--- src/rtl/puf_result_uart_if.sv ---
// Harness-facing bundle for puf_result_uart: result-memory snoop port, resend request
// and the UART drain outputs.
interface puf_result_uart_if;
  logic        mem_we;
  logic [12:0] mem_waddr;
  logic [7:0]  mem_din;
  logic        dump_req;
  logic        uart_tx;
  logic        busy;
  logic        done;

  modport master (
    output mem_we, mem_waddr, mem_din, dump_req,
    input  uart_tx, busy, done
  );

  modport slave (
    input  mem_we, mem_waddr, mem_din, dump_req,
    output uart_tx, busy, done
  );
endinterface

--- src/rtl/puf_result_uart.sv ---
// Snoops the harness result-memory writes into a local buffer and drains it as one
// framed 8N1 UART packet: A5, count, data bytes, modulo-256 checksum.
module puf_result_uart #(
  parameter int unsigned CLKS_PER_BIT = 868,
  parameter int unsigned DEPTH        = 16
) (
  input  logic             clk_1,
  input  logic             rst,
  puf_result_uart_if.slave bus
);

  localparam int unsigned AW       = (DEPTH > 1) ? $clog2(DEPTH) : 1;
  localparam logic [15:0] BIT_LAST = 16'(CLKS_PER_BIT - 1);
  localparam logic [7:0]  SYNC     = 8'hA5;

  typedef enum logic [2:0] {F_IDLE, F_HDR, F_LEN, F_DATA, F_SUM} frame_e;
  typedef enum logic [1:0] {B_START, B_DATA, B_STOP} bit_e;

  frame_e      r_fstate, w_fstate_nxt;
  bit_e        r_bstate, w_bstate_nxt;
  logic [2:0]  r_bit_idx, w_bit_idx_nxt;
  logic [15:0] r_cnt, w_cnt_nxt;
  logic [7:0]  r_byte, w_byte_nxt;
  logic [7:0]  r_idx, w_idx_nxt;
  logic [7:0]  r_sum, w_sum_nxt;
  logic [8:0]  r_count;
  logic        r_we_d;
  logic        r_tx, r_busy, r_done;
  logic        w_tx_nxt, w_busy_nxt, w_done_nxt;
  logic [7:0]  r_buf [DEPTH];

  logic        w_idle, w_trigger, w_bit_end, w_byte_end, w_wr_ok, w_last_data;
  logic [8:0]  w_waddr_p1;
  logic [7:0]  w_next_data;

  assign w_idle      = (r_fstate == F_IDLE);
  assign w_trigger   = w_idle && ((r_we_d && !bus.mem_we) || bus.dump_req);
  assign w_bit_end   = !w_idle && (r_cnt == BIT_LAST);
  assign w_byte_end  = w_bit_end && (r_bstate == B_STOP);
  assign w_wr_ok     = w_idle && bus.mem_we && (bus.mem_waddr < 13'(DEPTH));
  assign w_waddr_p1  = 9'(bus.mem_waddr[AW-1:0]) + 9'd1;
  assign w_last_data = ((9'(r_idx) + 9'd1) == r_count);
  assign w_next_data = r_buf[AW'(r_idx + 8'd1)];

  assign bus.uart_tx = r_tx;
  assign bus.busy    = r_busy;
  assign bus.done    = r_done;

  // Result buffer has no reset; only bytes below count are ever sent.
  always_ff @(posedge clk_1) begin
    if (w_wr_ok) r_buf[bus.mem_waddr[AW-1:0]] <= bus.mem_din;
  end

  always_ff @(posedge clk_1) begin
    if (rst) begin
      r_fstate  <= F_IDLE;
      r_bstate  <= B_START;
      r_bit_idx <= 3'd0;
      r_cnt     <= 16'd0;
      r_byte    <= 8'd0;
      r_idx     <= 8'd0;
      r_sum     <= 8'd0;
      r_count   <= 9'd0;
      r_we_d    <= 1'b0;
      r_tx      <= 1'b1;
      r_busy    <= 1'b0;
      r_done    <= 1'b0;
    end else begin
      r_fstate  <= w_fstate_nxt;
      r_bstate  <= w_bstate_nxt;
      r_bit_idx <= w_bit_idx_nxt;
      r_cnt     <= w_cnt_nxt;
      r_byte    <= w_byte_nxt;
      r_idx     <= w_idx_nxt;
      r_sum     <= w_sum_nxt;
      r_we_d    <= bus.mem_we;
      r_tx      <= w_tx_nxt;
      r_busy    <= w_busy_nxt;
      r_done    <= w_done_nxt;
      if (w_wr_ok && (w_waddr_p1 > r_count)) r_count <= w_waddr_p1;
    end
  end

  // Frame sequencing and bit timing; the next byte is loaded at the end of each stop bit.
  always_comb begin
    w_fstate_nxt  = r_fstate;
    w_bstate_nxt  = r_bstate;
    w_bit_idx_nxt = r_bit_idx;
    w_cnt_nxt     = r_cnt;
    w_byte_nxt    = r_byte;
    w_idx_nxt     = r_idx;
    w_sum_nxt     = r_sum;
    if (w_trigger) begin
      w_fstate_nxt  = F_HDR;
      w_bstate_nxt  = B_START;
      w_bit_idx_nxt = 3'd0;
      w_cnt_nxt     = 16'd0;
      w_byte_nxt    = SYNC;
      w_idx_nxt     = 8'd0;
      w_sum_nxt     = 8'd0;
    end else if (!w_idle) begin
      if (!w_bit_end) begin
        w_cnt_nxt = r_cnt + 16'd1;
      end else begin
        w_cnt_nxt = 16'd0;
        case (r_bstate)
          B_START: begin
            w_bstate_nxt  = B_DATA;
            w_bit_idx_nxt = 3'd0;
          end
          B_DATA: begin
            if (r_bit_idx == 3'd7) w_bstate_nxt = B_STOP;
            else                   w_bit_idx_nxt = r_bit_idx + 3'd1;
          end
          default: begin
            w_bstate_nxt = B_START;
            case (r_fstate)
              F_HDR: begin
                w_fstate_nxt = F_LEN;
                w_byte_nxt   = r_count[7:0];
              end
              F_LEN: begin
                if (r_count != 9'd0) begin
                  w_fstate_nxt = F_DATA;
                  w_byte_nxt   = r_buf[0];
                  w_sum_nxt    = r_sum + r_buf[0];
                  w_idx_nxt    = 8'd0;
                end else begin
                  w_fstate_nxt = F_SUM;
                  w_byte_nxt   = r_sum;
                end
              end
              F_DATA: begin
                if (w_last_data) begin
                  w_fstate_nxt = F_SUM;
                  w_byte_nxt   = r_sum;
                end else begin
                  w_byte_nxt = w_next_data;
                  w_sum_nxt  = r_sum + w_next_data;
                  w_idx_nxt  = r_idx + 8'd1;
                end
              end
              default: w_fstate_nxt = F_IDLE;
            endcase
          end
        endcase
      end
    end
  end

  // Outputs are registered from the next state so the line follows the bit engine exactly.
  always_comb begin
    w_tx_nxt   = 1'b1;
    w_busy_nxt = 1'b0;
    w_done_nxt = 1'b0;
    if (w_fstate_nxt == F_IDLE) begin
      w_done_nxt = (r_fstate == F_SUM) && w_byte_end;
    end else begin
      w_busy_nxt = 1'b1;
      case (w_bstate_nxt)
        B_START: w_tx_nxt = 1'b0;
        B_DATA:  w_tx_nxt = w_byte_nxt[w_bit_idx_nxt];
        default: w_tx_nxt = 1'b1;
      endcase
    end
  end

endmodule
--- src/flat_wrapper.sv ---
// flat-port wrapper written by rule: the top's interface ports become plain ports
module puf_result_uart_flat 
#(
  parameter int unsigned CLKS_PER_BIT = 868,
  parameter int unsigned DEPTH        = 16
)
  (clk_1, rst, bus_mem_we, bus_mem_waddr, bus_mem_din, bus_dump_req, bus_uart_tx, bus_busy, bus_done);
  puf_result_uart_if bus_i ();
  input  logic clk_1;
  input  logic rst;
  input wire logic [$bits(bus_i.mem_we)-1:0] bus_mem_we;
  input wire logic [$bits(bus_i.mem_waddr)-1:0] bus_mem_waddr;
  input wire logic [$bits(bus_i.mem_din)-1:0] bus_mem_din;
  input wire logic [$bits(bus_i.dump_req)-1:0] bus_dump_req;
  output wire logic [$bits(bus_i.uart_tx)-1:0] bus_uart_tx;
  output wire logic [$bits(bus_i.busy)-1:0] bus_busy;
  output wire logic [$bits(bus_i.done)-1:0] bus_done;
  assign bus_i.mem_we = bus_mem_we;
  assign bus_i.mem_waddr = bus_mem_waddr;
  assign bus_i.mem_din = bus_mem_din;
  assign bus_i.dump_req = bus_dump_req;
  assign bus_uart_tx = bus_i.uart_tx;
  assign bus_busy = bus_i.busy;
  assign bus_done = bus_i.done;
  puf_result_uart #(.CLKS_PER_BIT(CLKS_PER_BIT), .DEPTH(DEPTH)) u_core (.clk_1(clk_1), .rst(rst), .bus(bus_i));
endmodule
--- config.mk ---
export PLATFORM = sky130hd
export DESIGN_NAME = puf_result_uart_flat
export DESIGN_NICKNAME = d
export VERILOG_FILES = /design/src/rtl/puf_result_uart_if.sv /design/src/rtl/puf_result_uart.sv /design/src/flat_wrapper.sv
export SDC_FILE = /design/constraint.sdc
export NUM_CORES = 1
export LEC_CHECK = 0
export BUFFER_PORTS_ARGS = -buffer_cell sky130_fd_sc_hd__buf_2
export CAP_MARGIN = 15
export CORE_MARGIN = 2
export CORE_UTILIZATION = 42
export CTS_CLUSTER_SIZE = 8
export DETAILED_ROUTE_END_ITERATION = 10
export GPL_ROUTABILITY_DRIVEN = 0
export MAX_ROUTING_LAYER = met4
export PLACE_DENSITY_LB_ADDON = 0.2
export REMOVE_ABC_BUFFERS = 1
export SKIP_LAST_GASP = 1
export SYNTH_ARGS = -nofsm -noshare
export SYNTH_HDL_FRONTEND = slang
export SYNTH_SLANG_ARGS = --single-unit
--- constraint.sdc ---
create_clock -name clk_1 -period 6.4 [get_ports clk_1]
set_input_delay 0.96 -clock clk_1 [delete_from_list [all_inputs] [get_ports clk_1]]
set_output_delay 0.96 -clock clk_1 [all_outputs]
set_load 0.1 [all_outputs]
Yosys cells after proc, flatten, opt, wreduce, memory -nomap -nowiden --
Memories as Yosys holds them, arrays and structs flattened. Cells that the tools add are included.
Word-level totals: bits in writable memories 128, input port bits 25, word-level logic and storage cells 97, bits in registers 61, output and inout bits 3, memories 1
Cells by class: bitwise gates (word level) 3, add/sub/neg operators 7, reductions and logical operators 22, multiplexer cells 37, magnitude comparators 3, eq/ne operators 12
Memories:
- u_core.r_buf | depth 16, bits a word 8, rd ports 2, clocked after memory_dff 0, write ports 1, RTL line puf_result_uart.sv:30 | logic [7:0] r_buf [DEPTH];
Operators with widths (count):
- 2-to-1 mux 8 bit | 10
- case mux 8 bit (2 select lines) | 2
- 2-to-1 mux 3 bit | 10
- case mux 8 bit (3 select lines) | 1
- adder 16 x 1 -> 16 bit, second input constant | 1
- adder 8 bit | 2
- equality test 16 x 10 -> 1 bit, second input constant | 1
- 2-to-1 mux 16 bit | 1
- less-than comparator 13 x 5 -> 1 bit, second input constant | 1
- adder 8 x 1 -> 9 bit, second input constant | 1
- equality test 9 bit | 1
- > comparator 9 bit | 1
- case mux 3 bit (3 select lines) | 1
- nonzero test 9 bit | 1
- adder 8 x 1 -> 8 bit, second input constant | 1
- logical AND 1 bit | 8
- 2-to-1 mux 2 bit | 4
- OR reduction 2 bit | 4
- equality test 3 x 2 -> 1 bit, second input constant | 2
- equality test 3 bit, second input constant | 2
- zero test 3 bit | 2
- case mux 3 bit (2 select lines) | 1
- AND reduction 6 bit | 1
- adder 4 x 1 -> 5 bit, second input constant | 1
- 16 further kinds | 24

Depth between registers and ports, before layout --
Gate-level depths: netlist (run 1).
word-level depth 11, gate-level depth with buffers 19, mapped depth without buffers 18

Worst setup path before layout (run 1) --
OpenSTA, ideal clock, no wires.
path kind register to register, from register u_core.r_idx[1], to register u_core.r_sum[7], data required time 6.330 ns, stages on the path, launching flop included 20, setup time 0.070 ns, path slack 2.724 ns, period minus slack after synthesis 3.676 ns, arrival 3.606 ns, path buffers 3, cell sequence dfxtp_1 > ha_1 > buf_6 > buf_2 > clkbuf_1 > mux4_1 > nor2_1 > nor2_1 > o21ai_0 > o21a_1 > inv_1 > ha_1 > a21o_1 > a21oi_1 > o21bai_1 > a21oi_1 > o21ai_0 > xnor2_1 > or3_1 > a21oi_1
On the way: cells in the longest elaborated chain, start to end 5, elaborated cells on any way between the ends 9, classes of those cells add/sub (3); eq/ne (2); mux (2); reduce/logical (1); memory (1)
Ends and longest elaborated chain:
- from (decl) | RTL line puf_result_uart.sv:24 | logic [7:0] r_idx, w_idx_nxt;
- from (signal assigned) | RTL line puf_result_uart.sv:74 | r_idx <= w_idx_nxt;
- adder 8 x 1 -> 8 bit | RTL line puf_result_uart.sv:43 | assign w_next_data = r_buf[AW'(r_idx + 8'd1)];
- memory read (16 x 8 bit)
- adder 8 bit | RTL line puf_result_uart.sv:139 | w_sum_nxt = r_sum + w_next_data;
- 2-to-1 mux 8 bit | RTL line puf_result_uart.sv:134 | if (w_last_data) begin
- case mux 8 bit (2 select lines) | RTL line puf_result_uart.sv:117 | case (r_fstate)
- to (signal assigned) | RTL line puf_result_uart.sv:75 | r_sum <= w_sum_nxt;
- to (decl) | RTL line puf_result_uart.sv:25 | logic [7:0] r_sum, w_sum_nxt;
Parallel ways exist; a longest one is shown, timed or not. The select of a mux whose other input is x is not followed. A chain may end at the register's enable or synchronous reset.

Final worst setup path (run 1) --
from register u_core.r_idx[0], to register u_core.r_sum[7]
Same word-level chain as after synthesis.

==> results.md, run 1 <==
* Grt total ovfl at 0
* Proportion of netlist area held by the largest area contributor at 0.4345
* Top library cells by usage in the layout, fill and taps aside: sky130_fd_sc_hd__edfxtp_1, sky130_fd_sc_hd__nand2_1, sky130_fd_sc_hd__nor2_1, sky130_fd_sc_hd__dfxtp_1, sky130_fd_sc_hd__a21oi_1
* Clock transition time at the flip-flop clock pins of the worst setup and hold paths at 70 ps
* Placeable core region at 20,820 um^2
* Largest incremental delay on the critical path at 660 ps
* Count of distinct cell types in the synthesized netlist at 77
* Per-instance average area after synthesis at 12.48 um^2
* CTS root buf: sky130_fd_sc_hd__clkbuf_16
* Post-CTS Hold Fix Bufs at 0
* Final layout net count at 773
* Slew headroom at 0.2244
* Post-synth ARST share at 0
* GRT Total Usage at 0.1967
* Sequential element share of the synthesized area at 0.5635
* Tot Pwr at 2.473 mW
* Initial detailed-routing violation count at 386
* Final HPWL from detailed placement at 14,150 um
* Largest net degree at the start of global routing at 38
* Fill cell total of the finished layout at 1,877
* Max-Cap Viols at 0
* Initial cell density of the core at 0.4248
* Wire length of the first global-routing pass at 31,820 um
* Area contributors post-synth: sky130_fd_sc_hd__edfxtp_1, sky130_fd_sc_hd__dfxtp_1, sky130_fd_sc_hd__mux4_1, sky130_fd_sc_hd__nand2_1, sky130_fd_sc_hd__nor2_1
* Worst-skew pair later-pin latency at 440 ps
* Final cycle utilization of the critical path at 0.6992
* H-tree levels at 4
* Final number of hold-violating endpoints at 0
* Number of top-level pins at 28
* Final min period at 4475 ps
* Count of final max-slew check failures at 0
* Via density per instance at 5.614
* Required time at the worst-slack endpoint at 6740 ps
* DIE HEIGHT at 149.1 um
* Critical path class: reg -> reg
* Setup repair after global routing missed its margin: false
* Hold Path Depth at 2
* Standard cell with the maximum stage delay on the critical path: sky130_fd_sc_hd__ha_1
* Area growth syn-to-layout at 10.69%
* Fraction of layout instances using a drive strength above 1 at 0.1336
* Total Wirelength at 20,400 um
* Number of buffers inserted during clock tree synthesis at 17
* Via count at 5,704
* Main flop type after synthesis: sky130_fd_sc_hd__edfxtp_1
* Clock Tree Buf Depth at 2
* Number of gates resized after CTS at 0
* Endpoint of the most critical register-to-register path: u_core.r_sum[7]
* Post-synth design cell area at 8846 um^2
* Vias in the first global route at 5,624
* Capturing element type of the critical path: register
* Diodes inserted at 0
* TritonCTS clock tree: yes
* Setup TNS Final at 0 ps
* IO Port Bufs at 27
* Final worst setup slack at 1925 ps
* Wire per inst at 20.07 um
* First-pass iteration count of the detailed router at 4
* R2R Path Start: u_core.r_idx[0]
* Highest clock rate at 223.5 MHz
* Number of cells produced by synthesis at 709
* Library cell occupying the most area in the post-synthesis netlist: sky130_fd_sc_hd__edfxtp_1
* Most numerous cell on the critical path: sky130_fd_sc_hd__a21oi_1
* Leakage power total at 3.345 nW
* Number of warning messages in the yosys log at 0
* Measured slew at the worst slew-check pin at 1159 ps
* Worst hold start: u_core.r_sum[6]
* Worst Hold Class: reg -> reg
* Antenna violations before repair at 0
* Crit-path max FO at 37
* Pwr dens at 252.6 nW/um^2
* Register bit total from synthesis at 185
* Area enclosed by the die boundary at 22,240 um^2
* Startpoint types: register
* Arrival time of data at the critical path endpoint at 4820 ps
* Result of the run: finished clean
* Worst setup skew after layout at 20.10 ps
* Reg-to-reg slack, setup at 1930 ps
* Post-synth EDFFs at 128
* Count of endpoints failing setup in the final report at 0
* Total number of clock tree sinks at 185
* Crit path cell chain: buf_4, ha_1, mux4_1, nor2_1, nor2_1, o21ai_0, o21a_1, inv_1, ha_1, a21o_1, a21oi_1, o21bai_1, a21oi_1, o21ai_0, xnor2_1, or3_1, a21oi_1
* # Post-CTS Setup Buffers at 0
* Worst slack at placement at 1897 ps
* Number of remaining DRC errors at 0
* Count of nets left with antenna violations after detail routing at 0
* Number of core rows at 53
* Worst vdd ir at 0.1908 mV
* Count of cells along the worst register-to-register path at 17
* Capture endpoint of the worst hold path: u_core.r_sum[6]
* Leading cell type in the layout, fill and taps excluded: sky130_fd_sc_hd__edfxtp_1
* Horiz. Die Dim at 149.1 um
[cell type report]
type	instances	area (um^2)	share of cell area
clock buffers	18	429.2	0.04383
well taps	275	344.1	0.03514
flip-flops and latches	185	4986	0.5092
multi-input cells	478	3615	0.3692
clock inverters	14	196.4	0.02006
repair buffers	31	165.2	0.01687
inverters	15	56.30	0.005750
[per-layer routing]
metal	wire length, um	GRT usage	up-vias
met5	0	-	-
met4	161	0.04619	0
met3	741	0.03609	13
met2	10400	0.3313	101
met1	9091	0.2484	2891
li1	-	-	2699
[cell families after synthesis]
family | count (synthesis) | synth area share
fa+ha+maj | 20 | 0.02914
mux | 49 | 0.1074
flops | 185 | 0.5635
xor+xnor | 29 | 0.03211
compound gates | 107 | 0.08331
simple gates | 273 | 0.1567
buf+inv | 46 | 0.02786
[state kept, by name, indices dropped and copies added (netlist names)]
register and count:
u_core.bus.busy 1, u_core.bus.done 1, u_core.bus.uart_tx 1, u_core.r_bit_idx 3, u_core.r_bstate 2, u_core.r_buf 128, u_core.r_byte 8, u_core.r_cnt 16
u_core.r_count 5, u_core.r_fstate 3, u_core.r_idx 8, u_core.r_sum 8, u_core.r_we_d 1
[cell usage after synthesis, drive strengths merged (5+ instances only)]
cell type / n
a21oi: 35
a31oi: 9
and2: 23
and3: 13
buf: 17
clkbuf: 14
dfxtp: 57
edfxtp: 128
ha: 19
inv: 15
mux2i: 18
mux4: 30
nand2: 75
nand2b: 6
nand3: 21
nand4: 7
nor2: 70
nor2b: 10
nor3: 15
nor3b: 6
nor4: 7
o211ai: 8
o21a: 5
o21ai: 21
or3: 7
xnor2: 13
xor2: 16
[metrics by stage]
step,cells,util,cell area (um^2),hold WS [ps]
2_1_floorplan,678,-,8656,444.4
3_3_place_gp,984,0.4402,9166,456.7
3_5_place_dp,984,0.4402,9166,481.6
4_1_cts,1016,0.4703,9792,489.4
5_1_grt,1016,0.4703,9792,504.0
6_report,1016,0.4703,9792,480.1
[critical path: cells and delay by family, from the launching register on]
family	cells	cell delay (ps)
compound gates	8	1640
simple gates	3	460
xor+xnor	1	150
fa+ha+maj	2	920
buf+inv	2	490
mux	1	390
flops	1	310
[power breakdown]
part	total [mW]	switching (mW)	internal, mW
Sequential	1.28	0.00303	1.28
Clock	1.11	0.511	0.602
Combinational	0.0774	0.0552	0.0222
Total	2.47	0.569	1.90
[worst max-delay path by stage]
stage	from	slack, ps	cells past startpoint	end
2_1_floorplan	u_core.r_idx[0]	1760	16	u_core.r_sum[7]
3_3_place_gp	u_core.r_idx[0]	1980	17	u_core.r_sum[7]
3_5_place_dp	u_core.r_idx[0]	1900	17	u_core.r_sum[7]
4_1_cts	u_core.r_idx[0]	1870	17	u_core.r_sum[7]
5_1_grt	u_core.r_idx[0]	1610	17	u_core.r_sum[7]
6_report	u_core.r_idx[0]	1930	17	u_core.r_sum[7]
(Power assumes the default switching activity.)
==> run 2: changes to the inputs <==
==> constraint.sdc (replaced) <==
create_clock -name clk_1 -period 4.1 [get_ports clk_1]
set_input_delay 0.615 -clock clk_1 [delete_from_list [all_inputs] [get_ports clk_1]]
set_output_delay 0.615 -clock clk_1 [all_outputs]
set_load 0.1 [all_outputs]
==> results.md, run 2 (synthesis results as in run 1) <==
* Result of the run: finished clean
* Endpoint of the most critical register-to-register path: u_core.r_sum[7]
* Largest net degree at the start of global routing at 37 (-2.6%)
* Via count at 5,794 (+1.6%)
* Share of the core filled with cells in the final layout at 0.4736 (+0.003365)
* Gate power share at 0.032 (about the same)
* Number of gates resized after CTS at 0 (unchanged)
* Max-Cap Viols at 0 (unchanged)
* Fraction of layout instances using a drive strength above 1 at 0.1442 (+0.01059)
* Horiz. Die Dim at 149.1 um (unchanged)
* Diodes inserted at 0 (unchanged)
* IO Port Bufs at 27 (unchanged)
* Met2 track demand over resource at 0.3279 (-0.003456)
* Pint at 2.869 mW (+51%)
* DIE HEIGHT at 149.1 um (unchanged)
* Crit-path max FO at 36 (-2.7%)
* Final cycle utilization of the critical path at 0.9231 (+0.2239)
* Worst hold slack after final layout at 451.9 ps (-28.22 ps)
* Pwr dens at 383.9 nW/um^2 (+52%)
* Total Wirelength at 20,840 um (+2.2%)
* Grt total ovfl at 0 (unchanged)
* Initial detailed-routing violation count at 301 (-22%)
* Highest clock rate at 264.2 MHz (+18%)
* CTS root buf: sky130_fd_sc_hd__clkbuf_16
* Switching part of the total power at 0.2420 (+0.01201)
* Leading cell type in the layout, fill and taps excluded: sky130_fd_sc_hd__edfxtp_1
* Clock transition time at the flip-flop clock pins of the worst setup and hold paths at 80 ps (about the same)
* Worst hold start: bus_mem_we
* Count of cells along the worst register-to-register path at 16 (-1)
* Count of endpoints failing setup in the final report at 0 (unchanged)
* Setup repair after global routing missed its margin: false
* Worst slack at placement at 344.5 ps (-1552 ps)
* Antenna violations before repair at 0 (unchanged)
* Via density per instance at 5.658 (+0.78%)
* Clock Tree Buf Depth at 2 (unchanged)
* Final min period at 3785 ps (-690.1 ps)
* Top library cells by usage in the layout, fill and taps aside: sky130_fd_sc_hd__edfxtp_1, sky130_fd_sc_hd__nand2_1, sky130_fd_sc_hd__nor2_1, sky130_fd_sc_hd__dfxtp_1, sky130_fd_sc_hd__a21oi_1
* Reg-to-reg slack, setup at 320 ps (-1610 ps)
* Sequential share of power at 0.529 (+0.010)
* NetSw at 0.9161 mW (+61%)
* Capture endpoint of the worst hold path: u_core.r_we_d
* Total number of clock tree sinks at 185 (unchanged)
* Placeable core region at 20,820 um^2 (unchanged)
* Number of buffers inserted during clock tree synthesis at 17 (unchanged)
* # Post-CTS Setup Buffers at 0 (unchanged)
* Met3 routing resource usage after global routing at 0.03578 (-0.0003058)
* Number of remaining DRC errors at 0 (unchanged)
* Worst Hold Class: in -> reg
* Startpoint types: register
* Worst vdd ir at 0.2518 mV (+32%)
* Critical path class: reg -> reg
* Count of nets left with antenna violations after detail routing at 0 (unchanged)
* Worst-skew pair later-pin latency at 440 ps (about the same)
* Count of final max-slew check failures at 0 (unchanged)
* Area enclosed by the die boundary at 22,240 um^2 (unchanged)
* Final worst setup slack at 315.3 ps (-1610 ps)
* Arrival time of data at the critical path endpoint at 4150 ps (-670 ps)
* Final HPWL from detailed placement at 14,260 um (+0.79%)
* Vias in the first global route at 5,880 (+4.6%)
* Power share of the clock group at 0.438 (-0.012)
* Number of top-level pins at 28 (unchanged)
* Initial cell density of the core at 0.4248 (unchanged)
* Flip-flop count of the largest register, all copies and words added at 128 (unchanged)
* H-tree levels at 4 (unchanged)
* Post-CTS Hold Fix Bufs at 0 (unchanged)
* First-pass iteration count of the detailed router at 5 (+1)
* R2R Path Start: u_core.r_idx[0]
* Required time at the worst-slack endpoint at 4470 ps (-2270 ps)
* Worst setup skew after layout at 10.51 ps (-9.594 ps)
* Capturing element type of the critical path: register
* Number of core rows at 53 (unchanged)
* Met1 usage in global routing at 0.2662 (+0.01775)
* TritonCTS clock tree: yes
* Final layout net count at 781 (+1.0%)
* Measured slew at the worst slew-check pin at 855.6 ps (-303.6 ps)
* Hold Path Depth at 3 (+1)
* Leakage power total at 3.380 nW (+1.1%)
* Final number of hold-violating endpoints at 0 (unchanged)
* Slew headroom at 0.4255 (+0.2012)
* Most heavily used metal layer in global routing: met2
* Wire length of the first global-routing pass at 33,220 um (+4.4%)
* Area growth syn-to-layout at 11.49%
* Wire per inst at 20.36 um (+1.4%)
* GRT Total Usage at 0.2048 (+0.008037)
==> run 2: cell types whose count changed in the layout (fill, tap and decap cells not counted), moves of 2 or more <==
cell,before,now
sky130_fd_sc_hd__buf_12,0,2
sky130_fd_sc_hd__inv_12,1,3
sky130_fd_sc_hd__bufinv_16,2,0
sky130_fd_sc_hd__buf_4,4,10
==> run 2: per-stage QoR <==
step           setup TNS [ps]  cells  area [um^2]  total power [mW]
2_1_floorplan           -1086    678         8656             2.113
3_3_place_gp                0    992         9251             2.163
3_5_place_dp                0    992         9251             2.168
4_1_cts                     0   1024         9862             3.818
5_1_grt                     0   1024         9862             3.900
6_report                    0   1024         9862             3.786
==> run 2: critical path, cell delays in order, from the launching register on <==
cell and delay, ps:
sky130_fd_sc_hd__dfxtp_2 360, sky130_fd_sc_hd__buf_12 250, sky130_fd_sc_hd__nand3_1 240, sky130_fd_sc_hd__xnor2_2 470, sky130_fd_sc_hd__nand3_1 190, sky130_fd_sc_hd__o21ai_0 160, sky130_fd_sc_hd__o21a_1 210, sky130_fd_sc_hd__inv_1 60
sky130_fd_sc_hd__ha_1 270, sky130_fd_sc_hd__a21o_1 180, sky130_fd_sc_hd__a21oi_1 230, sky130_fd_sc_hd__o21bai_1 110, sky130_fd_sc_hd__a21oi_1 240, sky130_fd_sc_hd__o21ai_0 150, sky130_fd_sc_hd__xnor2_1 160, sky130_fd_sc_hd__or3_1 310
sky130_fd_sc_hd__a21oi_1 140
==> run 2: final cells by class <==
| class | instances | area [um^2] |
|---|---|---|
| clock inverters | 15 | 185.2 |
| multi-input cells | 478 | 3615 |
| clock buffers | 17 | 425.4 |
| flip-flops and latches | 185 | 4986 |
| inverters | 15 | 56.30 |
| repair buffers | 39 | 250.2 |
| fillers | 1881 | 10960 |
| well taps | 275 | 344.1 |
==> run 2: power by group through the flow <==
stage / Sequential, mW / Clock, mW / Combinational, mW
finish: 2.00 / 1.66 / 0.123
global route: 2.00 / 1.76 / 0.135
CTS: 2.00 / 1.69 / 0.122
detailed placement: 2.05 / 0 / 0.122
global placement: 2.05 / 0 / 0.117
floorplan: 2.06 / 0 / 0.0531
==> run 2: layer usage <==
layer,share of wire,vias up
li1,-,2714
met1,0.45,2921
met2,0.49,127
met3,0.037,32
met4,0.022,0
met5,0,-
==> run 2: worst max path at each step <==
stage,from,end,slack (ps),cells past startpoint
4_1_cts,u_core.r_idx[0],u_core.r_sum[7],310,17
3_5_place_dp,u_core.r_idx[1],u_core.r_sum[7],340,17
2_1_floorplan,u_core.r_idx[0],u_core.r_sum[7],-540,16
3_3_place_gp,u_core.r_idx[1],u_core.bus.uart_tx,410,11
6_report,u_core.r_idx[0],u_core.r_sum[7],320,16
5_1_grt,u_core.r_idx[1],u_core.r_sum[7],70,17
